[src/rtl/universal_register.sv]
// universal_register: WIDTH-bit register with enable, eight modes and a saturating shift counter
module universal_register #(
    parameter int WIDTH = 8,
    parameter logic [WIDTH-1:0] RESET_VALUE = '0
) (
    input  logic                       clock,
    input  logic                       reset,
    input  logic                       enable,
    input  logic [2:0]                 mode,
    input  logic [WIDTH-1:0]           d,
    input  logic                       serial_in,
    output logic [WIDTH-1:0]           q,
    output logic [WIDTH-1:0]           q_n,
    output logic                       serial_out_msb,
    output logic                       serial_out_lsb,
    output logic [$clog2(WIDTH+1)-1:0] shift_count,
    output logic                       shift_done
);
    localparam int CW = $clog2(WIDTH + 1);
    localparam logic [CW-1:0] FULL = CW'(WIDTH);
    logic [WIDTH-1:0] q_next;
    logic [CW-1:0]    count_next;
    logic             is_shift;
    logic             is_restart;
    always_comb begin
        q_next = q;
        case (mode)
            3'b001: q_next = d;
            3'b010: q_next = {q[WIDTH-2:0], serial_in};
            3'b011: q_next = {serial_in, q[WIDTH-1:1]};
            3'b100: q_next = {q[WIDTH-2:0], q[WIDTH-1]};
            3'b101: q_next = {q[0], q[WIDTH-1:1]};
            3'b110: q_next = '0;
            3'b111: q_next = ~q;
            default: q_next = q;
        endcase
    end
    assign is_shift   = mode[2] ^ mode[1];
    assign is_restart = (mode == 3'b001) || (mode == 3'b110);
    assign count_next = is_restart ? '0 :
                        (is_shift && shift_count != FULL) ? shift_count + 1'b1 : shift_count;
    always_ff @(posedge clock) begin
        if (reset) begin
            q           <= RESET_VALUE;
            shift_count <= '0;
        end else if (enable) begin
            q           <= q_next;
            shift_count <= count_next;
        end
    end
    assign q_n            = ~q;
    assign serial_out_msb = q[WIDTH-1];
    assign serial_out_lsb = q[0];
    assign shift_done     = shift_count == FULL;
endmodule

[config.mk]
export PLATFORM = sky130hd
export DESIGN_NAME = universal_register
export DESIGN_NICKNAME = d
export VERILOG_FILES = /design/src/rtl/universal_register.sv
export SDC_FILE = /design/constraint.sdc
export NUM_CORES = 1
export LEC_CHECK = 0
export BUFFER_PORTS_ARGS = -buffer_cell sky130_fd_sc_hd__buf_2
export CAP_MARGIN = 15
export CORE_MARGIN = 2
export CORE_UTILIZATION = 50
export DETAILED_ROUTE_END_ITERATION = 16
export PLACE_DENSITY = 0.89
export RECOVER_POWER = 50
export SLEW_MARGIN = 30
export SYNTH_ARGS = -nofsm -noshare
export SYNTH_HDL_FRONTEND = slang
export SYNTH_SLANG_ARGS = --single-unit
[constraint.sdc]
create_clock -name clock -period 4.8 [get_ports clock]
set_input_delay 0.72 -clock clock [delete_from_list [all_inputs] [get_ports clock]]
set_output_delay 0.72 -clock clock [all_outputs]
set_load 0.02 [all_outputs]
After elaboration in Yosys (flattened, before gate mapping)
Cells that the tools add are included.

operators by class
  equal/unequal tests = 9
  multiplexer cells = 3
  divide/modulo/power cells = 0
  shift-type cells = 0
  reduce and logical (&&, ||, !) cells = 6
  bitwise logic cells = 2
  multipliers = 0
  $lt $le $gt $ge = 0
  $add $sub $neg = 1

operators with widths
  operator             number
  $pmux 8 s7           1
  $eq 3x3->1 const B   4
  $mux 4               2
  $not 8->8            1
  $reduce_bool 7->1    1
  $eq 3x2->1 const B   2
  $add 4x1->4 const B  1
  $eq 4x4->1 const B   1
  $ne 4x4->1 const B   1
  $reduce_and 2->1     2
  $eq 3x1->1 const B   1
  $reduce_bool 2->1    1
  $logic_and 1x1->1    1
  $logic_or 1x1->1     1
  $xor 1x1->1          1

storage, ports and cells
  flip-flop bits (word level) = 12
  bits in read-only memories = 0
  output and inout port bits = 23
  word-level logic and storage cells = 23
  latch bits = 0
  memory bits (writable) = 0
  memories = 0

Depth between registers and ports, before layout
  depth after elaboration = 4
  gate-level depth with buffers = 7
  depth with buffers taken out = 6

Least setup slack after synthesis
Ideal clock, no wire load.

  path kind = in2reg
  start = input port mode[1]
  end = register q[4]
  slack = 2.685 ns
  buffers on the path = 2
  arrival = 1.998 ns
  stages on the path = 7
  cell sequence = buf_6 -> inv_1 -> ha_1 -> or3_1 -> and3b_1 -> clkbuf_1 -> a32o_1

on the way
  cells in the longest elaborated chain, start to end = 3
  elaborated cells on any way between the ends = 10
  classes of those cells = 7 x eq/ne; 1 x mux; 2 x reduce/logical

ends and longest elaborated chain
  element                             RTL line  RTL
  start, declared                     9         input logic [2:0] mode,
  $eq 3x1->1 (tied with other cells)  27        case (mode)
  $reduce_bool 7->1 (no source line)  n/a
  $reduce_and 2->1 (no source line)   n/a
  end signal, assigned                47        q <= q_next;
  end, declared                       12        output logic [WIDTH-1:0] q,

Parallel ways exist; a longest one is shown, timed or not.
A chain may end at the register's enable or synchronous reset.

Worst setup path in the final report
  start = input port mode[1]
  end = register q[2]

The elaborated chain is that of the path after synthesis.

==> key figures <==
Timing
  – Worst Hold Slack: between 0.5 and 0.6 ns
  – Worst Tran Pin Value: between 0.6 and 0.7 ns
  – Slew Limit Fails: 0
  – Period utilization: about 45%
  – Final Hold Fails: 0
  – Tmin final: 2.16 ns
  – Max Clock Skew: between 0.001 and 0.0015 ns
  – Fmax: between 0.4 and 0.5 GHz
  – RSZ-0062 raised after global routing: no
  – Final setup fails: 0
  – Setup TNS: 0 ns
  – Slew margin rel.: roughly 57%

CTS
  – Worst-Skew Late Latency: 0.28 ns
  – CTS clk-pin slew, worst paths: 0.07 ns
  – Hold_buf cts: 0
  – Clk buf depth: 2
  – Post-CTS Setup Bufs: 0
  – Post_cts resized: 0
  – Clock root buffer: clkbuf_4
  – CTS H-tree depth: 1
  – Clk sinks: 12
  – Total CTS buffers: 3
  – CTS tree: done

Synthesis
  – Synth Warn #: 0
  – Main synth FF type: dfxtp_1
  – Cell Area, Synth: between 800 and 900 µm²
  – Number of flops mapped to enable cells by yosys: 0
  – Mapped Nets: around 120
  – Asr flop ratio synth: 0%
  – Mapped Cells: 100
  – Yosys reg bits: 12
  – Avg Cell Area, Syn: 8.90 µm²
  – Register area share after synthesis: 27.0%
  – Post-synth cell types: 31

Cells and area
  – Commonest non-fill, non-tap cell in the layout: buf_2
  – Most frequent cells in the layout: buf_2, clkbuf_1, inv_1
  – Final cell count without fillers: 158
  – Layout overhead on the synthesized area: 19.7%
  – Share of layout cells above drive strength 1: about a fifth
  – Reg area: approximately 240 µm²
  – Ant. Diodes: 0
  – Nets: between 150 and 200
  – # fillers: 165
  – Multi-input logic area: approximately 540 µm²
  – Post-route cell area: ~1100 µm²

Placed design
  – Area of placed instances: about 1000 µm²
  – # port buffers: 37
  – RD Place Congestion: about 0.84
  – Placed insts: approximately 150
  – Hpwl dp: 1.52 mm

Drt
  – Iteration-0 DRC Markers: 15
  – Final antenna-violating net count: 0
  – Drt first pass iters: 4
  – Residual DRC: 0
  – Drt wl/cell: around 13 µm
  – Total Wirelength: 2.10 mm
  – Via count: 872
  – DR vias/cell: between 5 and 6

Critical path
  – CP Capture Type: flip-flop
  – Critical Path AT: ~2.4 ns
  – Type of origin of the critical path: input pin
  – Crit path required time: just over 5 ns
  – Kind of critical path: in2reg
  – Worst Path Max Fanout: 8

Run status
  – Status: finished clean

Floorplan
  – Initial Util: between 50% and 60%
  – # IOs: 38
  – Core Region: between 1500 and 2000 µm²
  – Die width: about 46 µm
  – Die area: 2130 µm²
  – Die Y: about 46 µm
  – Row cnt: 15

Power and ir drop
  – P_leak: 0.000441 µW
  – Peak supply drop: about 0.00015 V
  – PD cells: 251 nW/µm²
  – Total Power: about 270 µW

Global routing
  – Overall Global Routing Usage: 21.8%
  – Initial antenna violation count: 0
  – Vias in the first global route: around 770
  – Grt total ovfl: 0
  – Largest net degree at the start of global routing: 17
  – First-pass GRT wire length: 3.35 mm

Min path
  – Hold WC Path Type: reg2reg

Job
  – Max-cap violations: 0
-- layer usage --
metal  routed length, µm  global-route usage [%]  vias to the layer above
li1                    -                       -                      433
met1                 944                    28.1                      401
met2                 967                    35.6                       33
met3                 148                    2.75                        5
met4                  40                    10.3                        0
met5                   0                       0                        -
-- cell usage after synthesis, types with 3 or more instances --
| library cell | n | share of area, % |
|---|---|---|
| inv_1 | 13 | 5.5 |
| nand2_1 | 3 | 1.3 |
| a221o_1 | 6 | 6.8 |
| clkbuf_1 | 3 | 1.3 |
| dfxtp_1 | 12 | 27 |
| a32o_1 | 8 | 9.0 |
| o2bb2ai_1 | 6 | 5.9 |
| a21oi_1 | 4 | 2.3 |
| nor2_1 | 4 | 1.7 |
| buf_4 | 3 | 2.5 |
| ha_1 | 4 | 5.6 |
| nand2b_1 | 10 | 7.0 |
-- per-stage QoR --
step                      utilization (%)  setup slack (ns)
final                                62.3              2.64
after global routing                 62.3              2.51
after CTS                            63.6              2.68
after detailed placement             61.5              2.39
after global placement               61.5              2.48
after floorplan                         -              2.68
-- layout make-up --
| type | instances | share of cell area, % |
|---|---|---|
| multi-input combinational | 67 | 51.1 |
| timing repair buffer | 37 | 15.4 |
| inverter | 13 | 4.58 |
| clock buffer | 4 | 3.41 |
| tap | 25 | 2.94 |
| sequential | 12 | 22.6 |
-- registers in the layout, indices dropped and copies added (netlist names) --
signal / count
shift_count: 4
q: 8
-- path summary, 6_finish.rpt --
check        depth (start not counted)            from  slack, ns             end
max                                  6         mode[1]       2.64            q[2]
min                                  2  shift_count[3]       0.56  shift_count[3]
max reg2reg                          4            q[7]       3.43            q[7]
min reg2reg                          2  shift_count[3]       0.56  shift_count[3]
-- worst max-delay path, stage by stage --
cell and delay (ns):
buf_2 0.20, inv_1 0.12, ha_1 0.22, or3_1 0.37, a21oi_1 0.55, a32o_1 0.21
-- power by group --
group / total, µW / switching, µW / internal [µW]
combinational: 72.9 / 43.2 / 29.7
clock: 82.2 / 35.9 / 46.3
sequential: 113 / 8.00 / 105
-- kinds of logic (layout without fill, tap and decap cells) --
group,count (synthesis),after routing,share of synthesized area (%)
AOI/OAI and AO/OA,30,30,29.4
xor gates and xnor gates,4,4,6.05
adders and majority gates,4,4,5.63
DFF,12,12,27.0
buffers and inverters,21,54,11.8
and+or+nand+nor,29,29,20.1
(Power assumes the default switching activity.)
